[config.mk]
export PLATFORM = sky130hd
export DESIGN_NAME = truth_table_sweeper
export DESIGN_NICKNAME = d
export VERILOG_FILES = /design/src/rtl/tt_sweep_pkg.sv /design/src/rtl/tt_settle_timer.sv /design/src/rtl/truth_table_sweeper.sv
export SDC_FILE = /design/constraint.sdc
export NUM_CORES = 1
export LEC_CHECK = 0
export CAP_MARGIN = 15
export CORE_MARGIN = 4
export CORE_UTILIZATION = 35
export CTS_BUF_LIST = sky130_fd_sc_hd__clkbuf_8
export CTS_CLUSTER_SIZE = 25
export DETAILED_ROUTE_END_ITERATION = 7
export GPL_ROUTABILITY_DRIVEN = 0
export PLACE_DENSITY = 0.62
export SLEW_MARGIN = 20
export SYNTH_ARGS = -nofsm -noshare
export SYNTH_HDL_FRONTEND = slang
export SYNTH_SLANG_ARGS = --single-unit
[constraint.sdc]
create_clock -name clk -period 2.66 [get_ports clk]
set_input_delay 0.665 -clock clk [delete_from_list [all_inputs] [get_ports clk]]
set_output_delay 0.665 -clock clk [all_outputs]
set_load 0.01 [all_outputs]
[src/rtl/tt_sweep_pkg.sv]
// tt_sweep_pkg: shared states, sizes and golden-table lookup for the truth-table sweeper.
package tt_sweep_pkg;
   typedef enum logic [1:0] {IDLE, SETTLE, REPORT, DONE} state_e;
   localparam int NUM_ROWS = 16;
   localparam int NUM_F = 10;
   localparam int ROW_W = 4;
   function automatic logic [NUM_F-1:0] golden_row(input logic [NUM_ROWS*NUM_F-1:0] tbl, input logic [ROW_W-1:0] row);
      return tbl[int'(row)*NUM_F +: NUM_F];
   endfunction
endpackage

[src/rtl/tt_settle_timer.sv]
// tt_settle_timer: 8-bit loadable down-counter; expire flags the last settle cycle (count==1).
module tt_settle_timer (
   input  logic       clk,
   input  logic       rst_n,
   input  logic       load,
   input  logic       en,
   input  logic [7:0] load_val,
   output logic       expire
);
   logic [7:0] cnt_q, cnt_d;
   always_comb cnt_d = load ? load_val : (en && cnt_q != 8'd0) ? cnt_q - 8'd1 : cnt_q;
   always_ff @(posedge clk or negedge rst_n)
      if (!rst_n) cnt_q <= '0;
      else cnt_q <= cnt_d;
   assign expire = cnt_q == 8'd1;
endmodule

[src/rtl/truth_table_sweeper.sv]
// truth_table_sweeper: drives the 16 input rows, samples F after a settle window,
// compares against GOLDEN and hands each captured row to a logger via valid/ready.
module truth_table_sweeper
   import tt_sweep_pkg::*;
#(
   parameter int SETTLE_CYCLES = 3,
   parameter logic [NUM_ROWS*NUM_F-1:0] GOLDEN = '0
) (
   input  logic             clk,
   input  logic             rst_n,
   input  logic             start,
   output logic             w,
   output logic             x,
   output logic             y,
   output logic             z,
   input  logic [NUM_F-1:0] f,
   output logic             row_valid,
   input  logic             row_ready,
   output logic [ROW_W-1:0] row_idx,
   output logic [NUM_F-1:0] row_f,
   output logic             row_mismatch,
   output logic             busy,
   output logic             done,
   output logic [4:0]       err_count,
   output logic [NUM_ROWS-1:0] fail_mask
);
   state_e state_q, state_d;
   logic [ROW_W-1:0] row_q, row_d, row_idx_q, row_idx_d;
   logic [NUM_F-1:0] row_f_q, row_f_d;
   logic row_valid_q, row_valid_d, row_mismatch_q, row_mismatch_d;
   logic [4:0] err_q, err_d;
   logic [NUM_ROWS-1:0] mask_q, mask_d;
   logic t_load, t_en, t_expire, miss;

   tt_settle_timer u_timer (
      .clk      (clk),
      .rst_n    (rst_n),
      .load     (t_load),
      .en       (t_en),
      .load_val (8'(SETTLE_CYCLES)),
      .expire   (t_expire)
   );

   always_comb begin
      state_d = state_q;
      row_d = row_q;
      row_idx_d = row_idx_q;
      row_f_d = row_f_q;
      row_valid_d = row_valid_q;
      row_mismatch_d = row_mismatch_q;
      err_d = err_q;
      mask_d = mask_q;
      t_load = 1'b0;
      t_en = 1'b0;
      miss = f != golden_row(GOLDEN, row_q);
      case (state_q)
         IDLE, DONE: if (start) begin
            state_d = SETTLE;
            row_d = '0;
            err_d = '0;
            mask_d = '0;
            t_load = 1'b1;
         end
         SETTLE: begin
            t_en = 1'b1;
            if (t_expire) begin
               state_d = REPORT;
               row_valid_d = 1'b1;
               row_f_d = f;
               row_idx_d = row_q;
               row_mismatch_d = miss;
               err_d = err_q + 5'(miss);
               mask_d[row_q] = mask_q[row_q] | miss;
            end
         end
         REPORT: if (row_ready) begin
            row_valid_d = 1'b0;
            // Last row ends the sweep before the increment so the row counter never wraps.
            if (row_q == ROW_W'(NUM_ROWS - 1)) state_d = DONE;
            else begin
               state_d = SETTLE;
               row_d = row_q + 1'b1;
               t_load = 1'b1;
            end
         end
         default: state_d = IDLE;
      endcase
   end

   always_ff @(posedge clk or negedge rst_n)
      if (!rst_n) begin
         state_q <= IDLE;
         row_q <= '0;
         row_idx_q <= '0;
         row_f_q <= '0;
         row_valid_q <= 1'b0;
         row_mismatch_q <= 1'b0;
         err_q <= '0;
         mask_q <= '0;
      end else begin
         state_q <= state_d;
         row_q <= row_d;
         row_idx_q <= row_idx_d;
         row_f_q <= row_f_d;
         row_valid_q <= row_valid_d;
         row_mismatch_q <= row_mismatch_d;
         err_q <= err_d;
         mask_q <= mask_d;
      end

   assign {w, x, y, z} = row_q;
   assign row_valid = row_valid_q;
   assign row_idx = row_idx_q;
   assign row_f = row_f_q;
   assign row_mismatch = row_mismatch_q;
   assign busy = state_q == SETTLE || state_q == REPORT;
   assign done = state_q == DONE;
   assign err_count = err_q;
   assign fail_mask = mask_q;
endmodule

==> reports/qor.csv <==
stage;metric;value;unit
routing;Routed WL;6.33;mm
critical_path;critical path's most frequent cell;inv_1;
logic_synthesis;flops & latches, synth;51;
pwr;Pwr Total;3.30;mW
timing;WHS;0.288;ns
timing;fmax;0.402;GHz
logic_synthesis;cells after synthesis;261;
clocking;CTS H-tree lvls;2;
critical_path;Setup crit end kind;output pin;
grt;GRT Total Usage;0.147;
flow_run;max cap viols;0;
timing;RSZ-0062 raised after global routing;no;
critical_path;worst-path cell chain;inv_1 -> ha_1 -> inv_1 -> clkdlybuf4s50_1;
logic_synthesis;register area share after synthesis;0.474;
placement;Port Buffers;56;
critical_path;maximum fanout along the worst path;5;
timing;final number of setup-violating endpoints;0;
die;I/O pins;57;
clocking;TritonCTS clock tree;yes;
clocking;clk buf depth;2;
critical_path;slowest CP cell;clkdlybuf4s50_1;
status;status;finished, final reports clean;
clocking;Setup Buffers After CTS;0;
layout;commonest non-fill, non-tap cell in the layout;clkdlybuf4s50_1;
grt;largest net degree at the start of global routing;20;
grt;initial antenna violation count;0;
layout;fin area;0.00349;mm2
clocking;total CTS buffers;5;
routing;Final ANT Viol Nets;0;
timing;Max-slew headroom;0.490;
clocking;Sink Count;51;
timing;crit path time final;2.49;ns
critical_path;Crit Path Class;flop to output pin;
hold_path;Hold Crit Class;input pin to asynchronous set/reset pin;
routing;WL/cell;15.1;um
clocking;Clock Latency Late Sink;0.31;ns
logic_synthesis;share of the synthesized area in the top cell type;0.474;
clocking;post-CTS sizing;0;
grt;first-pass GRT wire length;10.6;mm
critical_path;R2R cell count;8;
logic_synthesis;post-synth cell types;43;
logic_synthesis;YS warnings;0;
grt;vias in the first global route;2162;
logic_synthesis;Top FF cell, synth;dfrtp_1;
critical_path;worst endpoint data arrival time;1.82;ns
timing;Worst Max-Slew Pin Slew;0.755;ns
critical_path;slowest cell delay on critical path;0.55;ns
critical_path;critical path launch point type;flop;
placement;post-DP HPWL;4.81;mm
clocking;CTS root buffer;clkbuf_8;
critical_path;CP required;2.00;ns
routing;Vias/cell;5.21;
die;Initial Utilization;0.365;
logic_synthesis;top cells by area, synth;dfrtp_1, mux2_2, ha_1;
logic_synthesis;Post-synth EDFFs;0;
pwr;VDD IR max;499;uV
layout;fraction of layout cells with a size suffix above 1;0.122;
layout;Area Growth Syn to Fin;29.8;%
routing;DR vias;2181;
logic_synthesis;syn nets;287;
pwr;static leakage;1.46;nW
timing;Setup TNS Final;0;ns
logic_synthesis;FFs w/ async S/R, synth;1.00;
die;Die Area;0.00915;mm2
grt;GRT overflow;0;
clocking;Post-CTS Hold Fix Bufs;0;
timing;Hold Vio Cnt, Final;0;
clocking;Worst-path clk slew;0.10;ns
layout;highest-count cells in the layout ignoring fill and taps;clkdlybuf4s50_1, dfrtp_1, nand2_1;
timing;clk_skew;0.00768;ns
timing;fin crit share;0.936;
routing;drt drc;0;
layout;filler cell count in the final layout;715;
die;Die X;95.7;um
logic_synthesis;Post-Syn Area per Cell;10.3;um2
placement;placed cell area;0.00337;mm2
die;core area;0.00737;mm2
die;die height;95.7;um
pwr;Power Density;944;mW/mm2
layout;diode count;0;
logic_synthesis;Mapped Area;0.00269;mm2
layout;Final #Nets;345;
logic_synthesis;post-synth top area cell;dfrtp_1;
timing;Final Max Tran Viols;0;
routing;Iter 0 DRT Violations;102;
die;FP Rows;31;
routing;DRT Pass-1 Iters;4;
==> worst max-delay path, delay by kind of cell, from the launching register on <==
family,cells,cell delay [ns]
flops,1,0.43
buf+inv,3,0.74
fa+ha+maj,1,0.35
==> area by class of cell <==
type                    instances  area, um2  area share
repair buffers                 67        638       0.183
well taps                      99        124      0.0355
multi-input cells             183       1290       0.371
clock inverters                 2       35.0      0.0100
inverters                      11       41.3      0.0118
clock buffers                   6       82.6      0.0236
flip-flops and latches         51       1280       0.365
==> flip-flops by register name, summed over array words and instances, names as in the netlist <==
signal and flops:
row_f 10, row_mismatch 1, u_timer.cnt_q 8, state_q 2, row_idx 4, err_count 5
row_q 4, fail_mask 16, row_valid 1
==> report_power, final <==
part	switching, mW	internal, mW	total [mW]
clock network	0.261	0.305	0.566
registers	0.177	0.978	1.16
logic	0.823	0.752	1.57
==> metrics by stage <==
step | setup WS (ns) | util | instances
after CTS | 0.147 | 0.474 | 419
final | 0.171 | 0.474 | 419
after floorplan | 0.492 | - | 261
after detailed placement | -0.0231 | 0.458 | 411
after global placement | 0.0293 | 0.458 | 411
after global routing | 0.0799 | 0.474 | 419
==> cell usage after synthesis (2+ instances only) <==
master     n
nand2b_1   3
mux4_1     2
buf_1      3
mux2i_1    5
mux2_2    14
dfrtp_1   51
nor4b_1    2
clkbuf_1   9
buf_2      2
a21oi_1   11
a211oi_1   4
nor3_1    21
or4_1      4
a31oi_1    9
ha_1      12
xnor2_1    7
inv_1     11
nor4_1     5
nand2_1   24
o21ai_0    9
nor3b_1    2
xor2_1     2
nor2_1    19
a22o_1     2
a311oi_1   4
buf_6      2
nand3_1    6
==> final timing paths <==
check	start	end	slack, ns
max in group asynchronous	rst_n	row_idx[1]$_DFFE_PN0P_	1.77
worst max register to register	state_q[0]$_DFFE_PN0P_	fail_mask[5]$_DFFE_PN0P_	0.45
min in group clk	row_idx[0]$_DFFE_PN0P_	row_idx[0]$_DFFE_PN0P_	0.50
worst min register to register	row_idx[0]$_DFFE_PN0P_	row_idx[0]$_DFFE_PN0P_	0.50
worst max-delay path	state_q[0]$_DFFE_PN0P_	busy	0.17
worst min-delay path	rst_n	fail_mask[9]$_DFFE_PN0P_	0.29
==> cell families (layout without fill, tap and decap cells) <==
family          after synthesis  count (layout)  synth area share
xor+xnor                      9               9            0.0293
mux                          22              22             0.105
buf+inv                      27              86            0.0442
flops                        51              51             0.474
compound gates               47              47             0.115
simple gates                 93              93             0.176
fa+ha+maj                    12              12            0.0558
==> routing by layer <==
metal  part of all wire  GRT usage
met3              0.082     0.0371
met1               0.44      0.202
met2               0.47      0.233
met5                  0          0
met4             0.0055     0.0308
(Power assumes the default switching activity.)
